===== src/rtl/eps_rr_scheduler.sv =====
// Round-robin scheduler that shares one angle->eps converter among NREQ argmax channels.
// Each channel owns a 1-deep angle slot; results return downstream tagged with the channel id.
module eps_rr_scheduler #(
  parameter int unsigned NREQ  = 4,
  parameter int unsigned ANG_W = 13,
  parameter int unsigned EPS_W = 21,
  localparam int unsigned ID_W = $clog2(NREQ)
) (
  input  logic                    i_clk,
  input  logic                    i_rst,
  input  logic [NREQ-1:0]         i_req_valid,
  input  logic [NREQ*ANG_W-1:0]   i_req_ang,
  output logic [NREQ-1:0]         o_req_ready,
  output logic [ANG_W-1:0]        o_sel_ang,
  output logic                    o_sel_valid,
  input  logic [EPS_W-1:0]        i_sel_eps,
  input  logic                    i_sel_eps_valid,
  output logic                    o_eps_valid,
  output logic [EPS_W-1:0]        o_eps_data,
  output logic [ID_W-1:0]         o_eps_id,
  input  logic                    i_eps_ready,
  output logic                    o_busy
);

  typedef enum logic [1:0] {StIdle, StIssue, StOut} state_e;

  state_e             r_state;
  state_e             w_state_d;

  logic [NREQ-1:0]    r_hold_full;
  logic [ANG_W-1:0]   r_hold_ang [NREQ];
  logic [NREQ-1:0]    w_take;
  logic [NREQ-1:0]    w_clear;

  logic [ANG_W-1:0]   r_issue_ang;
  logic [ID_W-1:0]    r_issue_id;
  logic [ID_W-1:0]    r_rr_ptr;
  logic [EPS_W-1:0]   r_eps_data;
  logic [ID_W-1:0]    r_eps_id;

  logic               w_grant_found;
  logic [ID_W-1:0]    w_grant_id;
  logic [ID_W:0]      w_cand_sum;
  logic [ID_W-1:0]    w_cand;
  logic               w_capture;

  // ---------------------------------------------------------------------------
  // Holding slots
  // ---------------------------------------------------------------------------
  assign o_req_ready = ~r_hold_full & {NREQ{~i_rst}};
  assign w_take      = i_req_valid & o_req_ready;

  always_comb begin
    w_clear = '0;
    if (w_capture) begin
      w_clear[r_issue_id] = 1'b1;
    end
  end

  // Angle storage carries no reset: it is only ever read behind hold_full.
  always_ff @(posedge i_clk) begin
    for (int unsigned i = 0; i < NREQ; i++) begin
      if (w_take[i]) begin
        r_hold_ang[i] <= i_req_ang[i*ANG_W +: ANG_W];
      end
    end
  end

  // ---------------------------------------------------------------------------
  // Round-robin arbiter: first full slot after the last served channel
  // ---------------------------------------------------------------------------
  always_comb begin
    w_grant_found = 1'b0;
    w_grant_id    = r_rr_ptr;
    w_cand_sum    = '0;
    w_cand        = '0;
    for (int unsigned k = 1; k <= NREQ; k++) begin
      w_cand_sum = {1'b0, r_rr_ptr} + (ID_W+1)'(k);
      if (w_cand_sum >= (ID_W+1)'(NREQ)) begin
        w_cand_sum = w_cand_sum - (ID_W+1)'(NREQ);
      end
      w_cand = w_cand_sum[ID_W-1:0];
      if (!w_grant_found && r_hold_full[w_cand]) begin
        w_grant_found = 1'b1;
        w_grant_id    = w_cand;
      end
    end
  end

  // ---------------------------------------------------------------------------
  // Issue FSM
  // ---------------------------------------------------------------------------
  always_ff @(posedge i_clk) begin
    if (i_rst) begin
      r_state <= StIdle;
    end else begin
      r_state <= w_state_d;
    end
  end

  always_comb begin
    w_state_d = r_state;
    w_capture = 1'b0;
    unique case (r_state)
      StIdle: begin
        if (w_grant_found) begin
          w_state_d = StIssue;
        end
      end
      StIssue: begin
        if (i_sel_eps_valid) begin
          w_capture = 1'b1;
          w_state_d = StOut;
        end
      end
      StOut: begin
        if (i_eps_ready) begin
          w_state_d = StIdle;
        end
      end
      default: w_state_d = StIdle;
    endcase
  end

  always_ff @(posedge i_clk) begin
    if (i_rst) begin
      r_hold_full <= '0;
      r_rr_ptr    <= ID_W'(NREQ - 1);
      r_issue_ang <= '0;
      r_issue_id  <= '0;
      r_eps_data  <= '0;
      r_eps_id    <= '0;
    end else begin
      // A slot being cleared has req_ready low, so set and clear never collide.
      r_hold_full <= (r_hold_full & ~w_clear) | w_take;
      if (r_state == StIdle && w_grant_found) begin
        r_issue_ang <= r_hold_ang[w_grant_id];
        r_issue_id  <= w_grant_id;
      end
      if (w_capture) begin
        r_eps_data <= i_sel_eps;
        r_eps_id   <= r_issue_id;
        r_rr_ptr   <= r_issue_id;
      end
    end
  end

  // ---------------------------------------------------------------------------
  // Outputs, forced idle while reset is asserted
  // ---------------------------------------------------------------------------
  assign o_sel_valid = (r_state == StIssue) & ~i_rst;
  assign o_sel_ang   = o_sel_valid ? r_issue_ang : '0;
  assign o_eps_valid = (r_state == StOut) & ~i_rst;
  assign o_eps_data  = r_eps_data;
  assign o_eps_id    = r_eps_id;
  assign o_busy      = ((r_state != StIdle) | (|r_hold_full)) & ~i_rst;

endmodule


===== config.mk =====
export PLATFORM = sky130hd
export DESIGN_NAME = eps_rr_scheduler
export DESIGN_NICKNAME = d
export VERILOG_FILES = /design/src/rtl/eps_rr_scheduler.sv
export SDC_FILE = /design/constraint.sdc
export NUM_CORES = 1
export LEC_CHECK = 0
export BUFFER_PORTS_ARGS = -buffer_cell sky130_fd_sc_hd__clkbuf_2
export CAP_MARGIN = 40
export CORE_UTILIZATION = 30
export DETAILED_ROUTE_END_ITERATION = 10
export PLACE_DENSITY_LB_ADDON = 0.3
export SYNTH_ARGS = -nofsm -noshare
export SYNTH_HDL_FRONTEND = slang
export SYNTH_SLANG_ARGS = --single-unit

===== constraint.sdc =====
create_clock -name i_clk -period 1.6 [get_ports i_clk]
set_input_delay 0.4 -clock i_clk [delete_from_list [all_inputs] [get_ports i_clk]]
set_output_delay 0.4 -clock i_clk [all_outputs]
set_load 0.01 [all_outputs]

==> impl.org, run 1 <==
** Yosys
- The synthesized netlist devotes 9.52% of its cell area to compound gates.
- Simple-Gate Fraction of Synth Area :: 17.9%
- Netlist area before placement :: 3940 µm²
- After synthesis the netlist holds a flip-flop and latch count of 98.
- Yosys warning count :: 0
- Synthesized-area fraction occupied by xor and xnor cells :: 0%
- Yosys mapped a number of flops with a built-in enable equal to 52.
- Multiplexer share of the synthesized area :: 6.60%
- The number of nets in the synthesized netlist is 426.
- Unique masters post-synth :: 38
- Synthesis produced 345 cells.
- Synth Area in Adders :: 0%
- Post-synthesis async set-or-reset flop share :: 0%
- After synthesis, the mean cell area works out to 11.4 µm².
- In the synthesized netlist the dominant register cell turns out to be sky130_fd_sc_hd__edfxtp_1.
- After synthesis, the largest family of logic cells by area is simple AND/OR/NAND/NOR gates.
- Post-synthesis sequential area ratio :: 62.9%

** Routing
- After the first detailed-routing iteration, the DRC count stood at 200.
- The routed design has 10900 µm of wire.
- Antenna-violating nets left :: 0
- Post-detailed-route wirelength per cell :: 15.8 µm
- For this block, the via count after detailed routing is 3179.
- DR DRC count :: 0
- For this run, the detailed router's first-pass iteration total came to 4.
- Vias per cell :: 4.61

** Setup path
- The kind of cell with the highest combined delay along the critical path is simple AND/OR/NAND/NOR gates.
- The signal on the critical path passes through or4_4 -> nor3_2 -> nor2_1 -> clkbuf_2.
- The largest single stage delay on the critical path is 0.52 ns.
- Category of the worst setup path capture point :: output port
- Counting both buffers and inverters, the worst setup path holds a total of 1.
- The setup path with the least slack is of type register to output port.
- At the worst endpoint, the arrival time is 1.53 ns.
- At the worst endpoint, the required time is 1.20 ns.
- Largest driver fanout on the critical path :: 5
- The slowest stage of the critical path is the sky130_fd_sc_hd__or4_4 cell.
- The worst setup path is launched from a register.

** Outcome
- Outcome :: finished, violations left
- Failing checks :: setup timing

** Power
- The analysis attributes to cell leakage a power of 2.47 nW.
- Sequential fraction of design power :: 46.6%
- Switching power of the nets :: 1.59 mW
- In this run switching power makes up 25.2% of total power.
- Combinational logic is responsible for 20.0% of the overall power.
- Power density relative to cell area :: 1040 nW/µm²
- Overall power consumption after layout is estimated at 6.29 mW.
- Maximum ir drop on the vdd rail :: 0.542 mV
- Clk network pwr share :: 33.4%
- The internal power of the cells totals 4.71 mW.

** STA
- Headroom to the max-slew limit :: 78.2%
- Setup skew after layout :: 0.00457 ns
- Fin. Hold Viols :: 0
- Total setup violations reported at the end of the flow :: 31
- At the pin with the least slew margin, the transition time is 0.324 ns.
- After layout, the worst setup slack is -0.334 ns.
- RSZ-0062 raised after global routing :: yes
- Highest attainable clock frequency :: 0.517 GHz
- Final Cycle Share :: 121%
- Counting I/O delays and the setup requirement, the final critical path takes 1.93 ns.
- Pins over their slew limit :: 0

** Place
- Setup slack after placement :: -0.173 ns
- Routability-driven placement finished with a final weighted congestion of 0.747.
- Quantity of I/O buffers inserted on ports :: 123
- Placed cells :: 647
- Hpwl dp :: 7420 µm

** CTS
- H-Tree Depth :: 3
- Cts hold-fix bufs :: 0
- Insertion delay to the later sink of the worst-skew pair :: 0.34 ns
- In this run, CTS created clock tree buffers numbering 9.
- Clock slew at the register clock pins of the worst setup and hold paths :: 0.07 ns
- Clock tree root buffer cell :: sky130_fd_sc_hd__clkbuf_16
- Total clock sinks :: 98
- TritonCTS built the clock tree.
- Counting along the longest clock path gives a buffer depth of 2.

** Worst hold path
- The min-delay analysis places its worst path in the category input port to register.

** Floorplanning
- The floorplan has 41 rows.
- Starting density of the core :: 31.0%
- Chip height :: 117 µm
- Pin placement for this block handled 124 I/O pins.
- In this run the horizontal extent of the chip is 117 µm.
- The core region is 12700 µm².
- The die covers 13600 µm².

** GRT
- The first global-routing pass estimated 16300 µm of wire.
- Entering global routing, the biggest net connects 22 pins.
- Summed over all layers, the global routing overflow is 0.
- Antenna violations before repair :: 0
- The number of global-route vias before repair is 3273.
- Global routing used 16.4% of the available tracks.

** Flow run
- MaxCap Viol Count :: 0

** Finish
- The repair_antennas step left the layout with diodes totalling 0.
- In the final design database the tool counted 593 nets.
- Number of standard cells in the layout, taps in and fillers out :: 689
- Share of final-layout standard cells stronger than drive strength 1 :: 52.2%
- Area growth from synthesis to layout :: 53.1%
timing repair:
action / in CTS / in global routing
setup buffers: 14 / 6
pin swaps: 12 / 20
setup endpoints to repair: 30 / 52
gates resized for setup: 64 / 62
cloned: 7 / 1
Yosys cell counts (all sizes together), types with 2 or more instances:
cell type  number  area, µm²
edfxtp         52       1560
nand3          20        100
dfxtp          46        921
nand2          64        240
clkbuf         12       45.0
nand2b          4       25.0
nor3b           5       42.5
a211oi          3       22.5
nor3            5       41.3
buf            13       76.3
a211o           2       17.5
mux2           13        150
a21oi          31        178
o31ai           3       22.5
nor2           16       60.1
nor4            2       25.0
and2           18        113
mux2i          11        110
o211ai         10       75.1
nand4           3       18.8
a21o            3       22.5
worst register-to-register path: cells and delay by family, from the launching register on:
family | cells | cell delay, ns
compound gates | 1 | 0.34
flops | 1 | 0.34
buf+inv | 4 | 0.56
simple gates | 3 | 0.49
cell usage in the layout, fill, tap and decap left out, types with 3 or more instances in the layout:
master                      instances
sky130_fd_sc_hd__clkbuf_2         108
sky130_fd_sc_hd__nand2_1           62
sky130_fd_sc_hd__edfxtp_1          52
sky130_fd_sc_hd__dfxtp_1           38
sky130_fd_sc_hd__a21oi_1           29
sky130_fd_sc_hd__buf_4             29
sky130_fd_sc_hd__buf_6             28
sky130_fd_sc_hd__nor2_1            16
sky130_fd_sc_hd__nand3_2           14
sky130_fd_sc_hd__and2_4            13
sky130_fd_sc_hd__mux2_4            13
sky130_fd_sc_hd__mux2i_1           10
sky130_fd_sc_hd__o211ai_1          10
sky130_fd_sc_hd__buf_12            10
sky130_fd_sc_hd__clkbuf_16          9
sky130_fd_sc_hd__dfxtp_4            7
sky130_fd_sc_hd__nand3_4            4
sky130_fd_sc_hd__buf_16             4
sky130_fd_sc_hd__and2_2             3
sky130_fd_sc_hd__nor3b_1            3
sky130_fd_sc_hd__nand2b_4           3
sky130_fd_sc_hd__a21o_1             3
sky130_fd_sc_hd__nand4_1            3
sky130_fd_sc_hd__clkinv_2           3
path summary, 6_finish.rpt:
| kind | depth (start not counted) | endpoint | from | slack, ns |
|---|---|---|---|---|
| worst max-delay path | 4 | o_busy | r_hold_full[0]$_SDFF_PP0_ | -0.33 |
| worst min-delay path | 1 | r_hold_ang[0][10]$_DFFE_PP_ | i_req_ang[10] | 0.23 |
| worst max register to register | 8 | r_issue_ang[3]$_SDFFE_PP0P_ | r_hold_full[1]$_SDFF_PP0_ | -0.23 |
| worst min register to register | 2 | o_eps_data[12]$_SDFFE_PP0P_ | o_eps_data[12]$_SDFFE_PP0P_ | 0.46 |
layout make-up:
| type | instances | area [µm²] |
|---|---|---|
| fillers | 1176 | 6680 |
| well taps | 172 | 215 |
| flip-flops and latches | 98 | 2510 |
| clock buffers | 9 | 225 |
| clock inverters | 7 | 60.1 |
| multi-input cells | 222 | 1630 |
| repair buffers | 181 | 1390 |
through the flow:
| stage | utilization (%) | hold slack, ns | area (µm²) | setup TNS, ns |
|---|---|---|---|---|
| after floorplan | - | 0.444 | 3990 | -0.0620 |
| after global placement | 39.5 | 0.443 | 5020 | -1.47 |
| after detailed placement | 39.5 | 0.450 | 5020 | -2.33 |
| after CTS | 45.9 | 0.217 | 5840 | -5.85 |
| after global routing | 47.5 | 0.212 | 6040 | -9.45 |
| final | 47.5 | 0.231 | 6040 | -6.19 |
power groups by stage:
stage | clock (mW) | sequential (mW) | combinational (mW)
floorplan | 0 | 2.95 | 0.507
global placement | 0 | 2.97 | 0.850
detailed placement | 0 | 2.98 | 0.866
CTS | 2.15 | 2.93 | 1.19
global route | 2.27 | 2.95 | 1.35
finish | 2.10 | 2.93 | 1.26
metal layers:
metal	up-vias	GRT usage (%)	wire length [µm]	share of wire [%]
met5	-	0	0	0
met4	0	4.22	117	1.1
met3	10	6.38	820	7.6
met2	113	29.3	5530	51
met1	1491	18.2	4390	40
li1	1565	-	-	-
state kept, by name (all words and copies together), names as in the netlist:
| name | count |
|---|---|
| r_hold_ang | 52 |
| r_issue_ang | 13 |
| r_state | 2 |
| o_eps_data | 21 |
| r_hold_full | 4 |
| r_issue_id | 2 |
| r_rr_ptr | 2 |
| o_eps_id | 2 |
cells by family (layout without fill, tap and decap cells):
family	after synthesis	after routing
simple gates	142	142
buf+inv	25	197
flops	98	98
compound gates	56	56
mux	24	24
No activity file was read; power rests on OpenSTA's default activity.
==> run 2: changes to the inputs <==
CTS_BUF_LIST = sky130_fd_sc_hd__clkbuf_4 sky130_fd_sc_hd__clkbuf_8   (was unset)
==> run 2 against run 1 <==
The flow still finishes with violations (setup timing). Maximum frequency decreased by 0.81%. Largest cell class unchanged. Worst hold slack worse by 0.025 ns. Register-to-register slack got worse by 0.07 ns. Global-route usage is 0.83 points lower. Critical endpoint unchanged. Count of clock-buffer cells in the layout did not move. Sequential share of layout area is 2.5 points higher. Non-clock buffer count down 5. Largest power group unchanged. Setup slack got worse by 0.016 ns. Sequential cell count unchanged.
==> impl.org, run 2 (synthesis gave the netlist of run 1 again) <==
** STA
- Worst-Margin Slew :: 0.330 ns
- The number of max-slew violations in the final report came to 0.
- In the final timing run, aggregate negative setup slack is -7.20 ns.
- Final Cycle Share :: 122%
- Across all hold checks on the routed design, the worst slack comes to 0.206 ns.
- The final count of hold timing violations was 0.
- Minimum setup slack in the final design :: -0.350 ns
- Setup repair after global routing could not meet its margin everywhere.
- Crit path time final :: 1.95 ns
- Setup violations remaining at the end of the flow were counted as 32.
- For the final database, setup skew stands at 0.00473 ns.
- Headroom to the max-slew limit :: 77.8%
- Static timing analysis puts the maximum clock frequency at 0.513 GHz.

** Setup path
- Critical path launch point :: r_hold_full[1]$_SDFF_PP0_
- Largest driver fanout on the critical path :: 2
- Slowest-stage cell, CP :: sky130_fd_sc_hd__or4_4
- Critical path data arrival time :: 1.55 ns
- The critical path is of the register to output port type.
- The worst register-to-register path begins at r_hold_full[1]$_SDFF_PP0_.
- The worst setup path is captured at an output port.
- Worst-path cell chain :: or4_4 -> nor3_2 -> nor2_1 -> clkbuf_2
- Register-to-Register Setup Slack :: -0.30 ns
- Endpoint required time on the critical path :: 1.20 ns
- On the worst path, the slowest cell contributes a delay of 0.54 ns.
- STA classifies the critical path startpoint as a register.
- Following the worst setup path forward leads to its endpoint at o_busy.
- Number of cell instances on the worst register-to-register path :: 10
- Reg2Reg Capture Point :: r_issue_ang[8]$_SDFFE_PP0P_

** Finish
- The register with the most flip-flops in the layout has 52 of them.
- Final core utilization :: 44.7%
- Total non-filler cell area in the finished layout :: 5690 µm²
- Register name with the most flops :: r_hold_ang
- Leading cell type in the layout, fill and taps excluded :: sky130_fd_sc_hd__clkbuf_2
- Antenna diode count :: 0
- For this run, the number of standard cells in the final layout without fillers is 684.
- After filler insertion, the fill cell instance count of the layout stands at 1218.
- Highest-count cells in the layout ignoring fill and taps :: sky130_fd_sc_hd__clkbuf_2 (107), sky130_fd_sc_hd__nand2_1 (63), sky130_fd_sc_hd__edfxtp_1 (52)
- Cells with a size suffix above 1 make up 46.7% of the layout.
- At the end of the flow, the number of nets in the layout was 588.
- From synthesis to final layout, the design area changed by 44.2%.

** GRT
- The first global-routing pass estimated 15600 µm of wire.
- Number of global-route vias before repair :: 3197
- Largest net degree at the start of global routing :: 22
- After global routing the overflow that remains totals 0.
- Across every metal layer, demand over resource in global routing totals 15.6%.
- Antenna violations before repair :: 0

** CTS
- The number of clock buffers added by TritonCTS is 9.
- Counting along the longest clock path gives a buffer depth of 2.
- Insertion delay to the later sink of the worst-skew pair :: 0.36 ns
- H-Tree Depth :: 3
- TritonCTS built the clock tree.
- The cell sitting at the root of the clock tree is a sky130_fd_sc_hd__clkbuf_8.
- Clock-pin slew was measured on the worst setup and hold paths at 0.09 ns.
- CTS saw 98 sinks.

** Worst hold path
- The min-delay analysis places its worst path in the category input port to register.

** Flow run
- MaxCap Viol Count :: 0

** Place
- Input and output buffers added on the ports amount to 123.
- The congestion estimate from routability-driven global placement came to 0.747.
- Placed cells :: 647
- Area after DPL :: 5020 µm²
- Setup slack after placement :: -0.173 ns
- Hpwl dp :: 7420 µm

** Routing
- Dividing the detail-routed via count by the number of cells gives 4.57.
- Post-detailed-route wirelength per cell :: 15.3 µm
- The routed layout has 3124 vias.
- DR DRC count :: 0
- For this block, the initial DRC count from the detailed router was 145.
- Total length of routed wires :: 10500 µm
- Detailed-routing iteration count for the pre-antenna-repair pass :: 4
- Antenna-violating nets left :: 0

** Floorplanning
- Chip height :: 117 µm
- The die covers 13600 µm².
- Starting density of the core :: 31.0%
- The die is 117 µm wide.
- 124 I/O pins were placed.
- Core box area :: 12700 µm²
- The floorplan has 41 rows.

** Power
- Power density relative to cell area :: 984 nW/µm²
- Net switching is 25.9% of the power.
- Combinational fraction of design power :: 20.3%
- The share of total power dissipated in sequential elements is 52.2%.
- For this design the total switching power over the nets is 1.45 mW.
- In this run the static leakage power is 2.32 nW.
- Total chip power :: 5.60 mW
- The worst-case IR drop observed on VDD is 0.494 mV.
- Clk network pwr share :: 27.5%
- Design internal power :: 4.15 mW

** Outcome
- Failing checks :: setup timing
- Outcome :: finished, violations left
## run 2: how the worst min path moves through the flow
stage,start,end,slack [ns],cells after the start
5_1_grt,i_req_ang[25],r_hold_ang[1][12]$_DFFE_PP_,0.18,1
3_3_place_gp,o_eps_data[15]$_SDFFE_PP0P_,o_eps_data[15]$_SDFFE_PP0P_,0.44,2
3_5_place_dp,o_eps_data[1]$_SDFFE_PP0P_,o_eps_data[1]$_SDFFE_PP0P_,0.45,2
2_1_floorplan,r_issue_ang[0]$_SDFFE_PP0P_,r_issue_ang[0]$_SDFFE_PP0P_,0.44,2
4_1_cts,i_req_ang[10],r_hold_ang[0][10]$_DFFE_PP_,0.18,1
6_report,i_req_ang[10],r_hold_ang[0][10]$_DFFE_PP_,0.21,1
## run 2: timing repair
item                       CTS  global route
pin swaps                    4            17
gates cloned                 3             3
setup endpoints to repair   32            42
resized for setup           28            58
hold buffers                 0             0
setup buffers               10             6
## run 2: cell type report
type / count / area (µm²) / share of cell area [%]
Sequential cell: 98 / 2510 / 44.1
Multi-Input combinational cell: 222 / 1470 / 25.9
Timing Repair Buffer: 176 / 1310 / 23.0
Tap cell: 172 / 215 / 3.78
Clock buffer: 9 / 124 / 2.18
Clock inverter: 7 / 60.1 / 1.06
## run 2: critical path, delay by kind of cell (launching register included)
| kind | cells | cell delay, ns |
|---|---|---|
| flops | 1 | 0.35 |
| buf+inv | 1 | 0.13 |
| simple gates | 3 | 0.71 |
## run 2: power groups by stage
stage	clock network [mW]	logic (mW)	registers (mW)
finish	1.54	1.14	2.92
global route	1.70	1.23	2.94
CTS	1.59	1.04	2.92
detailed placement	0	0.866	2.98
global placement	0	0.850	2.97
floorplan	0	0.507	2.95
## run 2: layer usage
layer	vias up	track usage [%]	wire length, µm
met5	-	0	0
met4	0	5.32	170
met3	14	5.50	729
met2	111	27.8	5240
met1	1448	17.2	4340
li1	1551	-	-
